[src/rtl/end_display_pkg.sv]
// Shared constants for the end-of-game screen: RGB565 colours, pattern
// mode encodings, the default palette and a small index helper.
package end_display_pkg;

   localparam logic [15:0] RED     = 16'hF800;
   localparam logic [15:0] YELLOW  = 16'hFFE0;
   localparam logic [15:0] GREEN   = 16'h07E0;
   localparam logic [15:0] BLUE    = 16'h001F;
   localparam logic [15:0] CYAN    = 16'h07FF;
   localparam logic [15:0] MAGENTA = 16'hF81F;
   localparam logic [15:0] WHITE   = 16'hFFFF;
   localparam logic [15:0] BLACK   = 16'h0000;

   typedef enum logic [1:0] {
      MODE_SOLID   = 2'b00,
      MODE_BARS    = 2'b01,
      MODE_CHECKER = 2'b10,
      MODE_FREEZE  = 2'b11
   } mode_e;

   // Entry 0 sits in the least significant 16 bits.
   localparam logic [127:0] DEFAULT_PALETTE =
      {BLACK, WHITE, MAGENTA, CYAN, BLUE, GREEN, YELLOW, RED};

   // Step a palette index forward, wrapping to 0 after the last active entry.
   function automatic logic [2:0] wrap_inc(input logic [2:0] idx,
                                           input logic [2:0] last);
      return (idx == last) ? 3'd0 : idx + 3'd1;
   endfunction

endpackage

[src/rtl/flash_sequencer.sv]
// Colour sequencer: dwells SEG_CYCLES run-cycles on each palette index,
// walks 0..NUM_COLORS-1 and pulses seq_wrap as the index returns to 0.
module flash_sequencer
   import end_display_pkg::*;
#(
   parameter int NUM_COLORS = 3,
   parameter int SEG_CYCLES = 416667
) (
   input  logic       vga_clk,
   input  logic       sys_rst,
   input  logic       run,
   output logic [2:0] color_idx,
   output logic       seq_wrap
);

   localparam int               CNT_W    = $clog2(SEG_CYCLES) + 1;
   localparam logic [CNT_W-1:0] SEG_LAST = CNT_W'(SEG_CYCLES - 1);
   localparam logic [CNT_W-1:0] CNT_ONE  = CNT_W'(1);
   localparam logic [2:0]       IDX_LAST = 3'(NUM_COLORS - 1);

   logic [CNT_W-1:0] seg_cnt_r;
   logic [2:0]       color_idx_r;
   logic             seq_wrap_r;
   logic             seg_done_s;

   // Last cycle of the current colour segment.
   always_comb begin
      seg_done_s = (seg_cnt_r == SEG_LAST);
   end

   // Segment counter, index advance and wrap pulse; everything holds while run is low.
   always_ff @(posedge vga_clk) begin
      if (sys_rst) begin
         seg_cnt_r   <= '0;
         color_idx_r <= 3'd0;
         seq_wrap_r  <= 1'b0;
      end else if (run) begin
         if (seg_done_s) begin
            seg_cnt_r   <= '0;
            color_idx_r <= wrap_inc(color_idx_r, IDX_LAST);
            seq_wrap_r  <= (color_idx_r == IDX_LAST);
         end else begin
            seg_cnt_r   <= seg_cnt_r + CNT_ONE;
            seq_wrap_r  <= 1'b0;
         end
      end else begin
         seq_wrap_r <= 1'b0;
      end
   end

   assign color_idx = color_idx_r;
   assign seq_wrap  = seq_wrap_r;

endmodule

[src/rtl/end_display_gen.sv]
// End-of-game screen generator: frame-aligned mode latch, palette pattern
// select (solid / bars / checker / freeze) and the registered RGB565 output.
module end_display_gen
   import end_display_pkg::*;
#(
   parameter int                     NUM_COLORS = 3,
   parameter int                     SEG_CYCLES = 416667,
   parameter int                     COLOR_W    = 16,
   parameter logic [8*COLOR_W-1:0]   PALETTE    = DEFAULT_PALETTE,
   parameter int                     H_DISPLAY  = 640,
   parameter int                     V_DISPLAY  = 480,
   parameter int                     BAR_LOG2   = 5,
   parameter int                     TILE_LOG2  = 5
) (
   input  logic               vga_clk,
   input  logic               sys_rst,
   input  logic               enable,
   input  logic [1:0]         mode,
   input  logic [9:0]         pix_x,
   input  logic [9:0]         pix_y,
   output logic [COLOR_W-1:0] pix_data,
   output logic [2:0]         color_idx,
   output logic               seq_wrap
);

   localparam logic [2:0]  IDX_LAST = 3'(NUM_COLORS - 1);
   localparam logic [10:0] NC_W     = 11'(NUM_COLORS);

   mode_e              mode_q_r;
   logic [COLOR_W-1:0] pix_data_r;
   logic               run_s;
   logic               frame_start_s;
   logic               blank_s;
   logic [2:0]         seq_idx_s;
   logic [2:0]         next_idx_s;
   logic [9:0]         bar_s;
   logic [10:0]        bar_sum_s;
   logic [2:0]         bar_idx_s;
   logic               parity_s;
   logic [COLOR_W-1:0] color_s;

   function automatic logic [COLOR_W-1:0] pal_at(input logic [2:0] idx);
      return PALETTE[idx*COLOR_W +: COLOR_W];
   endfunction

   flash_sequencer #(
      .NUM_COLORS (NUM_COLORS),
      .SEG_CYCLES (SEG_CYCLES)
   ) u_seq (
      .vga_clk   (vga_clk),
      .sys_rst   (sys_rst),
      .run       (run_s),
      .color_idx (seq_idx_s),
      .seq_wrap  (seq_wrap)
   );

   // Sequencer gating, frame-start detect and the pattern index arithmetic.
   always_comb begin
      run_s         = enable && (mode_q_r != MODE_FREEZE);
      frame_start_s = (pix_x == 10'd0) && (pix_y == 10'd0);
      blank_s       = (pix_x >= 10'(H_DISPLAY)) || (pix_y >= 10'(V_DISPLAY));
      next_idx_s    = wrap_inc(seq_idx_s, IDX_LAST);
      bar_s         = pix_x >> BAR_LOG2;
      bar_sum_s     = {8'd0, seq_idx_s} + {1'b0, bar_s};
      bar_idx_s     = 3'(bar_sum_s % NC_W);
      parity_s      = pix_x[TILE_LOG2] ^ pix_y[TILE_LOG2];
   end

   // Pixel colour for the current position under the latched mode.
   always_comb begin
      color_s = '0;
      if (blank_s) begin
         color_s = '0;
      end else begin
         case (mode_q_r)
            MODE_BARS:    color_s = pal_at(bar_idx_s);
            MODE_CHECKER: color_s = pal_at(parity_s ? next_idx_s : seq_idx_s);
            MODE_SOLID:   color_s = pal_at(seq_idx_s);
            MODE_FREEZE:  color_s = pal_at(seq_idx_s);
            default:      color_s = pal_at(seq_idx_s);
         endcase
      end
   end

   // Mode only changes at the top-left pixel so a frame never tears.
   always_ff @(posedge vga_clk) begin
      if (sys_rst) begin
         mode_q_r <= MODE_SOLID;
      end else if (frame_start_s) begin
         mode_q_r <= mode_e'(mode);
      end
   end

   // Output pixel register.
   always_ff @(posedge vga_clk) begin
      if (sys_rst) begin
         pix_data_r <= '0;
      end else begin
         pix_data_r <= color_s;
      end
   end

   assign pix_data  = pix_data_r;
   assign color_idx = seq_idx_s;

endmodule

[config.mk]
export PLATFORM = sky130hd
export DESIGN_NAME = end_display_gen
export DESIGN_NICKNAME = d
export VERILOG_FILES = /design/src/rtl/end_display_pkg.sv /design/src/rtl/flash_sequencer.sv /design/src/rtl/end_display_gen.sv
export SDC_FILE = /design/constraint.sdc
export NUM_CORES = 1
export LEC_CHECK = 0
export ABC_AREA = 0
export BUFFER_PORTS_ARGS = -buffer_cell sky130_fd_sc_hd__buf_2
export CAP_MARGIN = 10
export CORE_ASPECT_RATIO = 1.4
export CORE_UTILIZATION = 25
export CTS_BUF_LIST = sky130_fd_sc_hd__clkbuf_2 sky130_fd_sc_hd__clkbuf_4 sky130_fd_sc_hd__clkbuf_8
export CTS_CLUSTER_SIZE = 10
export DETAILED_ROUTE_END_ITERATION = 12
export PLACE_DENSITY_LB_ADDON = 0.05
export REMOVE_ABC_BUFFERS = 1
export SYNTH_ARGS = -nofsm -noshare
export SYNTH_HDL_FRONTEND = slang
export SYNTH_SLANG_ARGS = --single-unit
[constraint.sdc]
create_clock -name vga_clk -period 7.1 [get_ports vga_clk]
set_input_delay 0 -clock vga_clk [delete_from_list [all_inputs] [get_ports vga_clk]]
set_output_delay 0 -clock vga_clk [all_outputs]
set_load 0.005 [all_outputs]
# Yosys cells after proc, flatten, opt, wreduce, memory -nomap -nowiden
# Cells that the tools add are included.
[classes]
addsub = 3
n_bitwise = 3
n_mux = 4
div_mod_pow = 1
n_lt_le_gt_ge = 2
n_reduce_logical = 10
n_shift = 3
n_eq_ne = 6
[ops]
columns = ["op", "count"]
rows = [
  ["$shiftx A128 B8 Y16 const A", 3],
  ["$pmux W16 S3", 1],
  ["$add A20 B1 Y20 const B", 1],
  ["$eq A20 B19 Y1 const B", 1],
  ["$logic_not A10 Y1", 2],
  ["$mux W20", 1],
  ["$mod A11 B2 Y11 const B", 1],
  ["$ge A10 B10 Y1 const B", 1],
  ["$ge A10 B9 Y1 const B", 1],
  ["$add A3 B5 Y6", 1],
  ["$mux W3", 2],
  ["$eq A2 B2 Y1 const B", 2],
  ["$reduce_or A2 Y1", 2],
  ["$add A3 B1 Y3 const B", 1],
  ["$eq A3 B2 Y1 const B", 1],
  ["$reduce_or A3 Y1", 1],
  ["$eq A2 B1 Y1 const B", 1],
  ["$logic_and A1 B1 Y1", 2],
  ["$logic_not A2 Y1", 1],
  ["$ne A2 B2 Y1 const B", 1],
  ["$not A1 Y1", 2],
  ["$reduce_and A2 Y1", 1],
  ["$logic_or A1 B1 Y1", 1],
  ["$xor A1 B1 Y1", 1],
]
[word_totals]
register_bits = 42
input_bits = 25
out_inout_bits = 20

# Logic depth before layout (Yosys ltp)
[logic_depth]
depth_word = 5
mapped_depth = 17

# By module
# From an unflattened synthesis, not the netlist that was laid out.
[hier_totals]
hier_cells = 256
hier_area_um2 = 2129.5
[modules_own_cells]
columns = ["mod", "cells_per_inst", "n_inst", "area_each_um2"]
rows = [
  ["flash_sequencer", 130, 1, 1126.1],
  ["end_display_gen", 126, 1, 1003.5],
]

# Worst setup path before layout
# OpenSTA, ideal clock, no wires.
[synth_timing]
path_kind = "flip-flop to flip-flop"
from = "register u_seq.color_idx_r[1], in the netlist u_seq.color_idx[1]"
to = "register pix_data_r[4], in the netlist pix_data[4]"
t_arrival_ns = 3.746
t_required_ns = 7.013
stages_incl_launch_ff = 14
path_slack_ns = 3.267
period_less_slack_ns = 3.833
cell_sequence = "dfxtp_1 inv_1 fa_1 and4b_1 nor4_4 and3_2 a21oi_1 nor2_1 ha_1 o311a_1 or3_1 a311o_1 or4b_1 o31ai_1"
[synth_between]
elab_chain_cells = 5
[synth_lines]
columns = ["item", "line_no", "source"]
rows = [
  ["start, declared", "flash_sequencer.sv:22", "logic [2:0] color_idx_r;"],
  ["start signal, assigned", "flash_sequencer.sv:40", "color_idx_r <= wrap_inc(color_idx_r, IDX_LAST);"],
  ["branches (longest 4 deep; another with $mod A11 B2 Y11)", "--", ""],
  ["$pmux W16 S3 *", "end_display_gen.sv:75", "case (mode_q_r)"],
  ["end signal, assigned", "end_display_gen.sv:99", "pix_data_r <= color_s;"],
  ["end, declared", "end_display_gen.sv:30", "logic [COLOR_W-1:0] pix_data_r;"],
]
# Every way passes the cells marked *.
# A chain may end at the register's enable or synchronous reset.

# Worst setup path after layout
[layout_timing]
from = "register u_seq.color_idx_r[0], in the netlist u_seq.color_idx[0]"
to = "register pix_data_r[4], in the netlist pix_data[4]"
# Same word-level chain as after synthesis.

==> impl_metrics.yaml <==
outcome:
  status: "finished, final reports clean"
clocking:
  worst_skew_pair.late_latency_ns: 0.28
  post_cts.repair.setup_buffers: 0
  h-tree-depth: 2
  cts.sinks: 29
  cts_tree: "built"
  cts.root.buffer_cell: "sky130_fd_sc_hd__clkbuf_8"
  clock_tree.buffer_depth: 2
  cts_buffers: 5
  clk_pin_slew_worst_paths_ns: 0.07
  post_cts.resized_instances: 0
route:
  post_drt_wl_per_cell_um: 12.8
  drtAntennaViolNets: 0
  per_cell_via_count_in_the_routed_design: 4.66
  detailedRoute.firstIterationViolations: 57
  drt_drc_violations_left: 0
  drt_wl_total_mm: 4.89
  via_count: 1775
  drtPass1Iterations: 4
placed_design:
  gp_weighted_congestion: 0.722
  place.port_buffers: 44
  detailedPlacementHpwl_mm: 3.87
  place_ws_ns: 2.83
grt:
  grt_pass1_vias: 1681
  grt.total_usage_pct: 12.8
  global_route.overflow_total: 0
  pin_count_of_the_biggest_net_entering_global_routing: 21
  antenna_found_initial: 0
  grt_pass1_wl_mm: 8.19
setup_path:
  cp_slowest_stage_delay_ns: 0.52
  worst_setup_path_start_kind: "register"
  worst_path_max_delay_cell: "sky130_fd_sc_hd__dfxtp_1"
  cp.arrival_ns: 4.54
  worst-setup-path-type: "reg -> reg"
  end_kind: "register"
  crit_chain: "ha_1 > inv_1 > fa_1 > nor4bb_1 > a32o_1 > nor2_1 > a21oi_1 > nor2_1 > ha_1 > o311a_1 > or3_1 > a311o_1 > or4b_1 > o31ai_1"
  crit_required_ns: 7.30
  cp_max_fo: 11
die:
  number_of_top_level_design_ports: 45
  die_width_um: 77.9
  die-area_um2: 8430
  initial_utilization_pct: 25.8
  dieHeight_um: 108
  row_count: 38
  coreArea_um2: 7800
sta:
  report.final.slew_viol_count: 0
  final_min_period_over_clock_period_pct: 61.2
  relSlewSlack_pct: 63.1
  period_needed_ns: 4.34
  timing.final.setup_violations: 0
  setup_total_negative_slack_ns: 0
  worst_slack_ns: 2.76
  hold_viol_final: 0
  holdWs_ns: 0.133
  finClkSkew_ns: 0.00765
  max_freq_mhz: 230
  setup_repair_after_global_routing_missed_its_margin: "false"
  slew_at_the_pin_closest_to_its_max_slew_limit_ns: 0.545
power_and_ir_drop:
  power.leakage_nw: 0.956
  report.power.total_uw: 334
  power.ir.vdd_worst_uv: 59.5
  powerDensity_nw_per_um2: 144
synth:
  postSynthCellCount: 249
  synth_area_per_cell_um2: 8.09
  yosysSeqAreaShare_pct: 28.8
  synthArstFlopShare_pct: 0
  synth_enable_flop_cells: 0
  synth_top_flop_cell: "sky130_fd_sc_hd__dfxtp_1"
  yosysWarningCount: 0
  syn_area_um2: 2010
  synthDistinctLibCells: 50
  yosys_register_bits: 29
finish:
  finalCoreUtilization_pct: 29.7
  n_fill_cell: 890
  syn2layout_area_growth_pct: 15.2
  number_of_nets_in_the_finished_design: 319
  final_layout_size_suffix_gt1_share_pct: 19.6
  antenna-diode-count: 0
hold_path:
  worst_hold_path_type: "in -> reg"
flow_run:
  maxCapViolCount: 0
==> cells in the mapped netlist (2+ instances only) <==
cell	instances	share of area, %
sky130_fd_sc_hd__a211oi_1	2	0.75
sky130_fd_sc_hd__dfxtp_1	29	29
sky130_fd_sc_hd__and4_1	2	0.87
sky130_fd_sc_hd__o21ai_0	6	1.5
sky130_fd_sc_hd__a21oi_1	8	2.0
sky130_fd_sc_hd__nand2b_1	3	0.93
sky130_fd_sc_hd__clkbuf_1	5	0.93
sky130_fd_sc_hd__nand2_1	15	2.8
sky130_fd_sc_hd__a31oi_1	5	1.6
sky130_fd_sc_hd__nand3_1	16	4.0
sky130_fd_sc_hd__ha_1	11	6.8
sky130_fd_sc_hd__nor4_1	7	2.2
sky130_fd_sc_hd__xnor2_1	9	3.9
sky130_fd_sc_hd__xor2_1	12	5.2
sky130_fd_sc_hd__mux2i_1	5	2.5
sky130_fd_sc_hd__or3_1	6	1.9
sky130_fd_sc_hd__nor2_1	34	6.3
sky130_fd_sc_hd__a21o_1	3	1.1
sky130_fd_sc_hd__and2_1	2	0.62
sky130_fd_sc_hd__buf_4	14	5.2
sky130_fd_sc_hd__nor4bb_1	2	0.99
sky130_fd_sc_hd__inv_1	15	2.8
sky130_fd_sc_hd__o21a_1	2	0.75
sky130_fd_sc_hd__nor4b_1	2	0.87
sky130_fd_sc_hd__nor3_1	3	0.75
sky130_fd_sc_hd__o31ai_1	2	0.75
sky130_fd_sc_hd__nand4_1	6	1.9
==> sequential cells by signal (all words and copies together), names as in the netlist <==
signal / flops
mode_q_r: 2
u_seq.color_idx: 3
pix_data: 3
u_seq.seg_cnt_r: 20
u_seq.seq_wrap: 1
==> metal layers <==
metal  vias to the layer above  global-route usage (%)  share of wire [%]
met5                         -                       0                  0
met1                       802                    14.0                 42
li1                        931                       -                  -
met4                         0                    6.20                2.6
met3                        10                    3.12                3.7
met2                        32                    22.9                 52
==> logic make-up (layout without fill, tap and decap cells) <==
kind of cell | after synthesis | after routing | synth area share (%)
multiplexers | 5 | 5 | 2.48
adder cells (fa/ha/maj) | 12 | 12 | 7.83
buffers and inverters | 36 | 68 | 9.94
AO/OA/AOI/OAI | 37 | 37 | 12.7
XOR/XNOR | 21 | 21 | 9.13
flip-flops | 29 | 29 | 28.8
AND/OR/NAND/NOR | 109 | 109 | 29.1
==> cell usage in the layout, fill, tap and decap left out, types with 7 or more instances in the layout <==
cell                      synthesis  layout
sky130_fd_sc_hd__buf_2            0      44
sky130_fd_sc_hd__nor2_1          34      34
sky130_fd_sc_hd__dfxtp_1         29      29
sky130_fd_sc_hd__nand3_1         16      16
sky130_fd_sc_hd__inv_1           15      15
sky130_fd_sc_hd__nand2_1         15      15
sky130_fd_sc_hd__xor2_1          12      12
sky130_fd_sc_hd__ha_1            11      11
sky130_fd_sc_hd__xnor2_1          9       9
sky130_fd_sc_hd__a21oi_1          8       8
sky130_fd_sc_hd__nor4_1           7       7
==> power breakdown <==
| group | total (mW) | internal [mW] | leakage [nW] | switching, mW |
|---|---|---|---|---|
| combinational | 0.0429 | 0.0191 | 0.682 | 0.0238 |
| sequential | 0.166 | 0.164 | 0.234 | 0.00197 |
| clock | 0.124 | 0.0643 | 0.0399 | 0.0602 |
==> critical path, delay by kind of cell, from the launching register on <==
kind / cells / cell delay, ns
buffers and inverters: 1 / 0.06
AO/OA/AOI/OAI: 5 / 1.30
flip-flops: 1 / 0.52
AND/OR/NAND/NOR: 5 / 1.37
adder cells (fa/ha/maj): 3 / 1.01
==> stage by stage <==
| stage | area (um2) | std cells |
|---|---|---|
| final | 2320 | 381 |
| after global placement | 2220 | 372 |
| after global routing | 2320 | 381 |
| after detailed placement | 2220 | 372 |
| after floorplan | 1870 | 228 |
| after CTS | 2320 | 381 |
==> final timing paths <==
check	startpoint	end	slack (ns)	cells past startpoint
max	u_seq.color_idx[0]	pix_data[4]	2.76	14
min	pix_y[9]	pix_data[14]	0.13	4
max reg2reg	u_seq.color_idx[0]	pix_data[4]	2.76	14
min reg2reg	u_seq.seg_cnt_r[14]	u_seq.seg_cnt_r[14]	0.51	2
==> repair_timing <==
action                                 CTS  global route
hold buffers                             3             0
setup endpoints to repair                0             0
endpoints found under the hold margin    3             0
==> area by class of cell <==
type	instances	area (um2)	share of cell area, %
Multi-Input combinational cell	184	1230	53.2
Inverter	15	56.3	2.43
Clock inverter	1	5.00	0.216
Tap cell	100	125	5.39
Clock buffer	5	68.8	2.97
Sequential cell	29	581	25.0
Timing Repair Buffer	47	250	10.8
Note: power is estimated with default switching activity, not from simulation.
